## src/rtl/tero_pkg.sv

```systemverilog
// Shared types and helpers for the TERO PUF averaging datapath and its controller.
package tero_pkg;

  typedef enum logic [1:0] {
    ST_IDLE  = 2'd0,
    ST_ACCUM = 2'd1,
    ST_WRITE = 2'd2,
    ST_READY = 2'd3
  } tero_state_e;

  // Loop-select width; a single loop pair still needs a one-bit select.
  function automatic int sel_width(input int n);
    return (n <= 32'sd2) ? 32'sd1 : $clog2(n);
  endfunction

endpackage

```

## src/rtl/tero_pair_compare.sv

```systemverilog
// Pairwise unsigned comparison of adjacent bank entries; bit i = entry[2i] > entry[2i+1].
module tero_pair_compare #(
  parameter int NUM_LOOPS  = 4,
  parameter int COUNT_BITS = 16
) (
  input  logic [NUM_LOOPS*COUNT_BITS-1:0] bank_flat,
  output logic [NUM_LOOPS/2-1:0]          greater
);

  for (genvar i = 0; i < NUM_LOOPS / 2; i++) begin : g_pair
    assign greater[i] = bank_flat[(2*i)*COUNT_BITS +: COUNT_BITS] >
                        bank_flat[(2*i+1)*COUNT_BITS +: COUNT_BITS];
  end

endmodule

```

## src/rtl/tero_avg_accumulator.sv

```systemverilog
// Accumulates repeated TERO oscillation counts per loop, stores the average in a bank
// and derives the pairwise response bits once every loop has been evaluated.
module tero_avg_accumulator
  import tero_pkg::*;
#(
  parameter int  NUM_LOOPS  = 4,
  parameter int  COUNT_BITS = 16,
  parameter int  LOG2_REPS  = 4,
  localparam int SEL_W      = sel_width(NUM_LOOPS)
) (
  input  logic                   clk,
  input  logic                   reset,
  input  logic                   reset_puf,
  input  logic                   enable_puf,
  input  logic [SEL_W-1:0]       select_puf,
  input  logic                   sample_valid,
  input  logic [COUNT_BITS-1:0]  count_in,
  input  logic                   store_response_puf,
  input  logic                   clear,
  output logic                   next_enable,
  input  logic [SEL_W-1:0]       rd_addr,
  output logic [COUNT_BITS-1:0]  rd_data,
  output logic [NUM_LOOPS/2-1:0] response_bits,
  output logic                   response_valid,
  output logic                   rep_error
);

  localparam int ACC_W = COUNT_BITS + LOG2_REPS;
  localparam int CNT_W = LOG2_REPS + 1;
  localparam logic [CNT_W-1:0] REPS      = {1'b1, {LOG2_REPS{1'b0}}};
  localparam logic [SEL_W:0]   LOOPS_LIM = (SEL_W + 1)'(NUM_LOOPS);

  tero_state_e                     state_r, state_next_s;
  logic [ACC_W-1:0]                acc_r, acc_next_s;
  logic [CNT_W-1:0]                cnt_r, cnt_next_s;
  logic                            sample_over_s;
  logic [COUNT_BITS-1:0]           bank_r [NUM_LOOPS];
  logic [NUM_LOOPS-1:0]            valid_mask_r, valid_mask_next_s, write_onehot_s;
  logic                            rep_error_r, rep_error_next_s, rep_set_s;
  logic                            next_enable_r;
  logic [NUM_LOOPS/2-1:0]          response_bits_r, cmp_bits_s;
  logic [NUM_LOOPS*COUNT_BITS-1:0] bank_flat_s;
  logic                            sel_legal_s, rd_legal_s, bank_we_s;
  logic [COUNT_BITS-1:0]           avg_s;

  assign sel_legal_s    = ({1'b0, select_puf} < LOOPS_LIM);
  assign rd_legal_s     = ({1'b0, rd_addr} < LOOPS_LIM);
  assign bank_we_s      = (state_r == ST_WRITE) && sel_legal_s;
  assign avg_s          = acc_r[ACC_W-1:LOG2_REPS];
  assign write_onehot_s = bank_we_s ? (NUM_LOOPS'(1'b1) << select_puf) : '0;

  // Next-state, accumulator and sample-counter update; reset_puf outranks every other input.
  always_comb begin
    state_next_s  = state_r;
    acc_next_s    = acc_r;
    cnt_next_s    = cnt_r;
    sample_over_s = 1'b0;
    if (reset_puf) begin
      state_next_s = ST_IDLE;
      acc_next_s   = '0;
      cnt_next_s   = '0;
    end else begin
      case (state_r)
        ST_IDLE, ST_ACCUM: begin
          if (sample_valid && enable_puf) begin
            // A sample past the expected repetition count is flagged, not summed, so acc cannot wrap.
            if (cnt_r == REPS) begin
              sample_over_s = 1'b1;
            end else begin
              acc_next_s = acc_r + {{LOG2_REPS{1'b0}}, count_in};
              cnt_next_s = cnt_r + {{LOG2_REPS{1'b0}}, 1'b1};
            end
          end else begin
            sample_over_s = 1'b0;
          end
          if (store_response_puf) begin
            state_next_s = ST_WRITE;
          end else if (enable_puf) begin
            state_next_s = ST_ACCUM;
          end else begin
            state_next_s = state_r;
          end
        end
        ST_WRITE: state_next_s = ST_READY;
        ST_READY: state_next_s = ST_READY;
        default:  state_next_s = ST_IDLE;
      endcase
    end
  end

  assign rep_set_s = sample_over_s |
                     ((state_r == ST_WRITE) && ((cnt_r != REPS) || !sel_legal_s));
  // A write in the same cycle as clear survives because the write bit is OR-ed in after the clear.
  assign valid_mask_next_s = (clear ? '0 : valid_mask_r) | write_onehot_s;
  assign rep_error_next_s  = (clear ? 1'b0 : rep_error_r) | rep_set_s;

  // FSM state, accumulator and sample counter registers.
  always_ff @(posedge clk) begin
    if (reset) begin
      state_r <= ST_IDLE;
      acc_r   <= '0;
      cnt_r   <= '0;
    end else begin
      state_r <= state_next_s;
      acc_r   <= acc_next_s;
      cnt_r   <= cnt_next_s;
    end
  end

  // Averaged-count bank, written once per WRITE cycle for a legal select.
  always_ff @(posedge clk) begin
    if (reset) begin
      for (int i = 0; i < NUM_LOOPS; i++) begin
        bank_r[i] <= '0;
      end
    end else if (bank_we_s) begin
      bank_r[select_puf] <= avg_s;
    end
  end

  // Bank flattening for the comparator.
  always_comb begin
    bank_flat_s = '0;
    for (int i = 0; i < NUM_LOOPS; i++) begin
      bank_flat_s[i*COUNT_BITS +: COUNT_BITS] = bank_r[i];
    end
  end

  tero_pair_compare #(
    .NUM_LOOPS  (NUM_LOOPS),
    .COUNT_BITS (COUNT_BITS)
  ) u_pair_compare (
    .bank_flat (bank_flat_s),
    .greater   (cmp_bits_s)
  );

  // Status registers: valid mask, sticky error, handshake and registered response.
  always_ff @(posedge clk) begin
    if (reset) begin
      valid_mask_r    <= '0;
      rep_error_r     <= 1'b0;
      next_enable_r   <= 1'b0;
      response_bits_r <= '0;
    end else begin
      valid_mask_r    <= valid_mask_next_s;
      rep_error_r     <= rep_error_next_s;
      next_enable_r   <= (state_next_s == ST_READY);
      response_bits_r <= cmp_bits_s;
    end
  end

  assign rd_data        = rd_legal_s ? bank_r[rd_addr] : '0;
  assign next_enable    = next_enable_r;
  assign response_bits  = response_bits_r;
  assign response_valid = &valid_mask_r;
  assign rep_error      = rep_error_r;

endmodule

```

## config.mk

```make
export PLATFORM = sky130hd
export DESIGN_NAME = tero_avg_accumulator
export DESIGN_NICKNAME = d
export VERILOG_FILES = /design/src/rtl/tero_pkg.sv /design/src/rtl/tero_pair_compare.sv /design/src/rtl/tero_avg_accumulator.sv
export SDC_FILE = /design/constraint.sdc
export NUM_CORES = 1
export LEC_CHECK = 0
export ABC_AREA = 1
export CAP_MARGIN = 10
export CORE_MARGIN = 2
export CORE_UTILIZATION = 69
export CTS_CLUSTER_DIAMETER = 100
export DETAILED_ROUTE_END_ITERATION = 6
export DONT_BUFFER_PORTS = 1
export PLACE_DENSITY = 0.85
export SYNTH_ARGS = -nofsm -noshare
export SYNTH_HDL_FRONTEND = slang
export SYNTH_SLANG_ARGS = --single-unit
```

## constraint.sdc

```tcl
create_clock -name clk -period 4.52 [get_ports clk]
set_input_delay 0.452 -clock clk [delete_from_list [all_inputs] [get_ports clk]]
set_output_delay 0.452 -clock clk [all_outputs]
set_load 0.02 [all_outputs]
```

# --- After elaboration in Yosys (flattened, before gate mapping) ---
# Memory sizes are Yosys's and may differ from the RTL's.
# Index checks and enable logic that the tools add are counted.
classes:
  addsub: 2
  order_cmp: 2
  n_eq_ne: 6
  n_shift: 1
  muxes: 19
  n_bitwise: 4
  reduce_logical: 9
op_table:
  columns: ["op", "n"]
  rows:
  - ["$gt 16x16->1", 2]
  - ["$add 20x16->20", 1]
  - ["$mux 16", 1]
  - ["$reduce_or 16->1", 1]
  - ["$mux 1", 11]
  - ["$mux 2", 4]
  - ["$mux 4", 2]
  - ["$eq 2x2->1 const B", 3]
  - ["$reduce_or 2->1", 3]
  - ["$add 5x1->5 const B", 1]
  - ["$eq 5x5->1 const B", 1]
  - ["$ne 5x5->1 const B", 1]
  - ["$or 4x4->4", 1]
  - ["$pmux 2 s2", 1]
  - ["$reduce_and 4->1", 1]
  - ["$shl 1x2->4 const A", 1]
  - ["$reduce_and 3->1", 1]
  - ["$eq 2x1->1 const B", 1]
  - ["$logic_and 1x1->1", 2]
  - ["$logic_not 2->1", 1]
  - ["$or 1x1->1", 2]
  - ["$not 1->1", 1]
word_totals:
  register_bits: 35
  ram_bits: 64
  out_inout_bits: 21
  wordCells: 51
  memories: 1
mem_list:
  columns: ["memory", "depth", "width", "read_ports", "rd_ports_with_merged_regs", "wr", "line", "text"]
  rows:
  - ["bank_r", 4, 16, 5, 0, 4, "tero_avg_accumulator.sv:37", "logic [COUNT_BITS-1:0] bank_r [NUM_LOOPS];"]

# --- Depth between registers and ports, before layout ---
# Gate-level depths: netlist (run 1).
logic_depth:
  word_depth: 7
  ltp_mapped: 13
  ltp_nobuf: 13

# --- Hierarchy ---
# A second synthesis (run 1) with hierarchy kept.
hier_totals:
  cells_unflattened: 776
  hier_area_um2: 6055.8
modules_own_cells:
  columns: ["mod", "n_inst", "cells_each", "area_per_inst_um2", "seq_area_each_um2"]
  rows:
  - ["tero_avg_accumulator", 1, 632, 5182.5, 2622.5]
  - ["tero_pair_compare", 1, 144, 873.3, 0.0]

# --- Worst setup path after synthesis (run 1) ---
# No wires, ideal clock.
synth_path:
  kind: "input-to-output"
  from: "input port rd_addr[0]"
  to: "output port rd_data[0]"
  t_arrival_ps: 1466
  path_slack_ps: 2602
  stages: 5
  path_buffers: 2
  cell_sequence: "buf_2 inv_1 clkbuf_1 o21ai_0 o21ai_0"
synth_via:
  elab_chain_cells: 1
synth_lines:
  columns: ["item", "line", "text"]
  rows:
  - ["start, declared", "tero_avg_accumulator.sv:21", "input logic [SEL_W-1:0] rd_addr,"]
  - ["$mem_v2 4x16", null, null]
  - ["end, declared", "tero_avg_accumulator.sv:22", "output logic [COUNT_BITS-1:0] rd_data,"]
# No other way between the ends.

# --- Worst setup path after layout (run 1) ---
layout_path:
  from: "input port rd_addr[1]"
  to: "output port rd_data[0]"
# The elaborated chain is that of the path after synthesis.

==> Implementation_results.wiki, run 1 <==
{| class="wikitable"
! Metric !! Value
|-
| Status || finished, final reports clean
|-
| Count of pins over their slew limit || 0
|-
| Remaining routing DRC violations || 0
|-
| Slew headroom || 40.5%
|-
| H-Tree Level Count || 3
|-
| Floorplan die area || 9410 µm²
|-
| Critical path class || in2out
|-
| Final cycle utilization of the critical path || 50.1%
|-
| Placement Rows || 33
|-
| Effective utilization at floorplan || 71.9%
|-
| Fin Clk Skew || 0.00815 ns
|-
| Routability Congestion || 0.953
|-
| Clock latency of the later-clocked register in the worst-skew pair || 0.36 ns
|-
| Final critical delay including setup and external delays || 2.26 ns
|-
| Register-to-register setup slack || 2.41 ns
|-
| Antenna violations before repair || 0
|-
| Pint || 0.00126 W
|-
| Final HPWL DP || 9630 µm
|-
| TritonCTS buffer count || 9
|-
| Final-layout setup total negative slack || 0 ns
|-
| Number of top-level pins || 48
|-
| Buffers inserted during post-CTS setup optimization || 0
|-
| DRC violation total after the first TritonRoute iteration || 424
|-
| Slew at the pin closest to its max-slew limit || 0.891 ns
|-
| Power dissipated by switching net loads || 0.000495 W
|-
| Launching element type of the critical path || input port
|-
| Height of the die || 97.0 µm
|-
| Share of synthesized area occupied by flip-flops and latches || 43.9%
|-
| # hold bufs at CTS || 0
|-
| Post-layout nets || 823
|-
| Die W || 97.0 µm
|-
| Remaining antenna violation count || 0
|-
| Fin. Hold Viols || 0
|-
| Fraction of the mapped netlist area in simple logic gates || 21.8%
|-
| First-pass iteration count of the detailed router || 5
|-
| Count of input and output buffers || 0
|-
| Largest family of logic cells by synthesized area || simple AND/OR/NAND/NOR gates
|-
| Clock network fraction of total power || 28.5%
|-
| Share of post-route cells with drive strength above 1 || 6.53%
|-
| Clock tree from TritonCTS || built
|-
| Peak supply drop || 0.000160 V
|-
| Mean instance size in the synthesized netlist || 7.94 µm²
|-
| CP endpoint kind || output pin
|-
| Number of global-route vias before repair || 4729
|-
| Net switching share of the total power || 28.1%
|-
| Synthesized cell area || 5970 µm²
|-
| Syn. warnings || 0
|-
| Setup violators final || 0
|-
| Maximum Capacitance Violations || 0
|-
| Largest net degree at the start of global routing || 40
|-
| Data required time of the critical path || 4.07 ns
|-
| Post-synthesis register bit count || 99
|-
| Timing-limited maximum frequency || 442 MHz
|-
| Post-Route WL || 13000 µm
|-
| Total of fill cells in the finished design || 605
|-
| First-pass GRT wire length || 21700 µm
|-
| Total GRT Usage || 28.7%
|-
| Compound-gate portion of the synthesized area || 13.5%
|-
| Area growth from synthesis to layout || 3.58%
|-
| # clock sinks || 99
|-
| Syn Nets || 830
|-
| Data arrival at the endpoint of the critical path || 1.81 ns
|-
| Static Leakage || 2.74 nW
|-
| CTS clock-pin slew for the worst setup and hold paths || 0.09 ns
|-
| Register share of total power || 57.7%
|-
| Final standard cell utilization of the core || 74.5%
|-
| Type of the most critical hold path || in2reg
|-
| Cell count after synthesis || 752
|-
| Mux share of post-synthesis cell area || 0%
|-
| Cts repair resizes || 0
|-
| Xor/xnor share of the synthesized area || 1.03%
|-
| Logic gate share of total power || 13.9%
|-
| Setup repair after global routing missed its margin || false
|-
| Final antenna diode count || 0
|-
| Distinct cell type count of the synthesized netlist || 31
|-
| Vias after detailed routing || 4888
|-
| Overflow left after global routing || 0
|-
| Mean routed wirelength per cell || 15.2 µm
|-
| Maximum count of clock buffers along a single path || 2
|-
| Total power divided by cell area || 284 nW/µm²
|-
| Root cell of the clock tree || clkbuf_8
|-
| Adder and majority gate portion of the synthesized area || 10.8%
|-
| Vias/cell || 5.72
|-
| Placeable core area || 8300 µm²
|-
| Highest net fanout along the worst path || 32
|-
| Overall power || 0.00176 W
|}
## cell families after synthesis
group,after synthesis
AND/OR/NAND/NOR,302
adder cells (fa/ha/maj),51
AO/OA/AOI/OAI,154
XOR/XNOR,7
buffers and inverters,139
flip-flops,99
## state kept, by name, summed over array words and instances, names as in the netlist
| name | flops |
|---|---|
| acc_r | 20 |
| bank_r | 64 |
| cnt_r | 5 |
| next_enable | 1 |
| rep_error | 1 |
| response_bits | 2 |
| state_r | 2 |
| valid_mask_r | 4 |
## synthesized netlist by cell type (all sizes together)
cell type / n / share of area [%]
buf: 9 / 0.80
fa: 1 / 0.34
nand3: 37 / 3.9
dfxtp: 35 / 12
xnor2: 2 / 0.29
nor2: 106 / 7.0
o21bai: 1 / 0.13
o21ai: 44 / 3.7
xor2: 5 / 0.73
nand2: 148 / 9.7
nor3: 9 / 0.92
a32oi: 1 / 0.15
inv: 120 / 7.5
nand4: 1 / 0.10
o211ai: 2 / 0.25
o31ai: 1 / 0.13
ha: 50 / 10
edfxtp: 64 / 32
a21oi: 104 / 8.9
and2: 1 / 0.13
a211oi: 1 / 0.21
clkbuf: 10 / 0.63
## power by group through the flow
stage                     Clock, W  Sequential (W)  Combinational, W
final                     0.000501         0.00101          0.000244
after global routing      0.000544         0.00102          0.000275
after global placement           0         0.00103          0.000231
after CTS                 0.000502         0.00101          0.000243
after floorplan                  0         0.00103          0.000195
after detailed placement         0         0.00103          0.000241
## routing by layer
metal	part of all wire [%]	GRT usage [%]	wire [µm]
met1	40	34.7	5200
met3	5.5	4.99	712
met4	2.7	11.4	346
met5	0	0	0
met2	52	50.7	6720
## critical path, stage by stage
cell and delay [ns]:
inv_1 0.63, o21ai_0 0.17, o21ai_0 0.55
## per-stage QoR
step	instance area (µm²)	setup WS [ns]	cells	hold WS, ns
2_1_floorplan	5970	2.60	752	0.438
3_3_place_gp	6020	2.30	839	0.446
3_5_place_dp	6020	2.25	839	0.450
4_1_cts	6180	2.26	855	0.136
5_1_grt	6180	2.08	855	0.126
6_report	6180	2.26	855	0.141
## area by class of cell
cell class | instances | area (µm²) | area share [%]
Timing Repair Buffer | 1 | 7.51 | 0.121
Inverter | 120 | 450 | 7.28
Clock inverter | 5 | 28.8 | 0.465
Sequential cell | 99 | 2620 | 42.4
Clock buffer | 11 | 131 | 2.12
Multi-Input combinational cell | 514 | 2810 | 45.5
Tap cell | 105 | 131 | 2.12
## path summary, 6_finish.rpt
kind | start | endpoint | cells past startpoint
worst max register to register | state_r[1] | bank_r[0][2] | 4
worst max-delay path | rd_addr[1] | rd_data[0] | 3
worst min register to register | valid_mask_r[3] | valid_mask_r[3] | 2
worst min-delay path | reset | valid_mask_r[0] | 1
## placed cells by master, fill, tap and decap left out, drive strengths merged
| cell type | count |
|---|---|
| nand2 | 148 |
| inv | 121 |
| nor2 | 106 |
| a21oi | 104 |
| edfxtp | 64 |
| ha | 50 |
| o21ai | 44 |
| nand3 | 37 |
| dfxtp | 35 |
| clkbuf | 11 |
| nor3 | 9 |
| xor2 | 5 |
| clkinv | 3 |
| xnor2 | 2 |
| o211ai | 2 |
| nand4 | 1 |
| a211oi | 1 |
| o21bai | 1 |
| and2 | 1 |
| a32oi | 1 |
| o31ai | 1 |
| fa | 1 |
| clkinvlp | 1 |
| buf | 1 |
Note: power is estimated with default switching activity, not from simulation.
==> inputs of run 2 (changes only) <==
CORE_UTILIZATION = 58   (was 69)
PLACE_DENSITY = 0.76   (was 0.85)
clock period = 2 ns   (was 4.52 ns; I/O delays follow)
==> run 2 against run 1 <==
Hold slack worse by 0.12 ns. First-iteration DRC count down 31%. Cell area up 4.9%. Core utilization down 11 points. Sequential power up 130%. Non-clock buffer count up 30. Clock skew up 0.0028 ns. Final cell count up 7.1%. Clock power rose to 2.5 times the previous value. Highest routed layer unchanged.
==> Implementation_results.wiki, run 2 (synthesis gave the netlist of run 1 again) <==
{| class="wikitable"
! Metric !! Value
|-
| Timing-limited maximum frequency || 554 MHz
|-
| H-Tree Level Count || 3
|-
| CTS clock-pin slew for the worst setup and hold paths || 0.10 ns
|-
| First-pass GRT wire length || 22000 µm
|-
| TritonCTS buffer count || 9
|-
| Remaining antenna violation count || 0
|-
| Pre-CTS WS || 0.139 ns
|-
| Largest net degree at the start of global routing || 25
|-
| Area of all placed cells without fillers || 6490 µm²
|-
| Data required time of the critical path || 2.27 ns
|-
| Maximum Capacitance Violations || 0
|-
| Largest stage delay on the critical path || 0.39 ns
|-
| Final-layout setup total negative slack || 0 ns
|-
| Count of input and output buffers || 0
|-
| First-pass iteration count of the detailed router || 5
|-
| Chain of cells forming the critical path || ha_1 -> fa_2 -> nand3_1 -> nand3_1 -> nand2_1 -> nand2_1 -> nand2_1 -> nand2_1 -> nand2_1 -> nand3_1 -> nand2_1 -> inv_1
|-
| Routability Congestion || 0.922
|-
| Placeable core area || 10100 µm²
|-
| Effective utilization at floorplan || 58.9%
|-
| Root cell of the clock tree || clkbuf_8
|-
| Remaining routing DRC violations || 0
|-
| Floorplan die area || 11100 µm²
|-
| Maximum count of clock buffers along a single path || 2
|-
| Type of the most critical hold path || in2reg
|-
| Worst-case hold slack || 0.0207 ns
|-
| Slew headroom || 62.5%
|-
| Final cycle utilization of the critical path || 90.2%
|-
| Clock latency of the later-clocked register in the worst-skew pair || 0.37 ns
|-
| Vias after detailed routing || 4962
|-
| Setup violators final || 0
|-
| Height of the die || 105 µm
|-
| Final antenna diode count || 0
|-
| Final HPWL DP || 10100 µm
|-
| Placement Rows || 37
|-
| Leading cell types in the layout, fill and taps excluded || nand2_1, inv_1, a21oi_1, nor2_1, edfxtp_1
|-
| Antenna violations before repair || 0
|-
| Data arrival at the endpoint of the critical path || 2.07 ns
|-
| Share of post-route cells with drive strength above 1 || 10.3%
|-
| Total power divided by cell area || 642 nW/µm²
|-
| Critical path class || reg2reg
|-
| Vias/cell || 5.42
|-
| Post-Route WL || 13600 µm
|-
| Number of top-level pins || 48
|-
| Top cell by count, worst path || nand2_1
|-
| Clock tree from TritonCTS || built
|-
| DRC violation total after the first TritonRoute iteration || 294
|-
| Setup WS post-layout || 0.195 ns
|-
| Final non-filler cell total || 916
|-
| Total GRT Usage || 25.0%
|-
| Placed cell areas || 6270 µm²
|-
| Area growth from synthesis to layout || 8.63%
|-
| Number of global-route vias before repair || 4834
|-
| Die W || 105 µm
|-
| # clock sinks || 99
|-
| Fin. Hold Viols || 0
|-
| Final critical delay including setup and external delays || 1.80 ns
|-
| Max reg flops || 64
|-
| Count of pins over their slew limit || 0
|-
| Registers with the most flip-flops || bank_r x64, acc_r x20, cnt_r x5
|-
| Static Leakage || 2.89 nW
|-
| Setup repair after global routing missed its margin || false
|-
| CP endpoint kind || flip-flop
|-
| Mean routed wirelength per cell || 14.9 µm
|-
| Status || finished, final reports clean
|-
| Fin Clk Skew || 0.0110 ns
|-
| Post-layout nets || 853
|-
| Most common library cell in the layout ignoring fill and taps || nand2_1
|-
| Crit-path slowest cell || fa_2
|-
| Overflow left after global routing || 0
|-
| DP Cell Count || 898
|-
| Highest net fanout along the worst path || 4
|-
| Slew at the pin closest to its max-slew limit || 0.562 ns
|-
| Largest register by flop count || bank_r
|-
| Launching element type of the critical path || flip-flop
|-
| Peak supply drop || 0.000376 V
|}
## run 2: worst paths after layout
check	startpoint	to	slack, ns	cells past startpoint
min	select_puf[1]	valid_mask_r[3]	0.02	2
max	acc_r[0]	acc_r[12]	0.20	12
max reg2reg	acc_r[0]	acc_r[12]	0.20	12
min reg2reg	valid_mask_r[1]	valid_mask_r[1]	0.48	2
## run 2: report_power, final
| group | switching, W | internal, W |
|---|---|---|
| combinational | 0.000403 | 0.000213 |
| sequential | 0.0000446 | 0.00224 |
| clock | 0.000696 | 0.000562 |
## run 2: timing repair
| action | 4_1_cts | 5_1_grt |
|---|---|---|
| resized for setup | 0 | 1 |
| setup buffers | 0 | 0 |
| endpoints found under the hold margin | 5 | 0 |
| hold buffers | 2 | 0 |
| endpoints found under the setup margin | 0 | 1 |
## run 2: final cells by class
| type | instances | area, µm² |
|---|---|---|
| flip-flops and latches | 99 | 2620 |
| clock inverters | 3 | 20.0 |
| clock buffers | 13 | 170 |
| well taps | 136 | 170 |
| inverters | 120 | 450 |
| fillers | 864 | 3650 |
| repair buffers | 31 | 238 |
| multi-input cells | 514 | 2820 |
## run 2: through the flow
stage	total power [W]	util [%]
after floorplan	0.00276	-
after global placement	0.00292	61.9
after CTS	0.00418	64.0
after global routing	0.00434	64.0
final	0.00416	64.0
after detailed placement	0.00294	61.9
## run 2: routing by layer
metal	global-route usage (%)	wire, µm	share of wire, %	up-vias
met5	0	0	0	-
li1	-	-	-	2501
met3	3.53	880	6.5	22
met4	9.52	290	2.1	0
met2	46.8	7120	52	150
met1	28.7	5340	39	2289
## run 2: worst max-delay path, delay by kind of cell (launching register included)
family / cells / cell delay [ns]
adder cells (fa/ha/maj): 2 / 0.61
AND/OR/NAND/NOR: 9 / 0.73
buffers and inverters: 1 / 0.04
flip-flops: 1 / 0.32
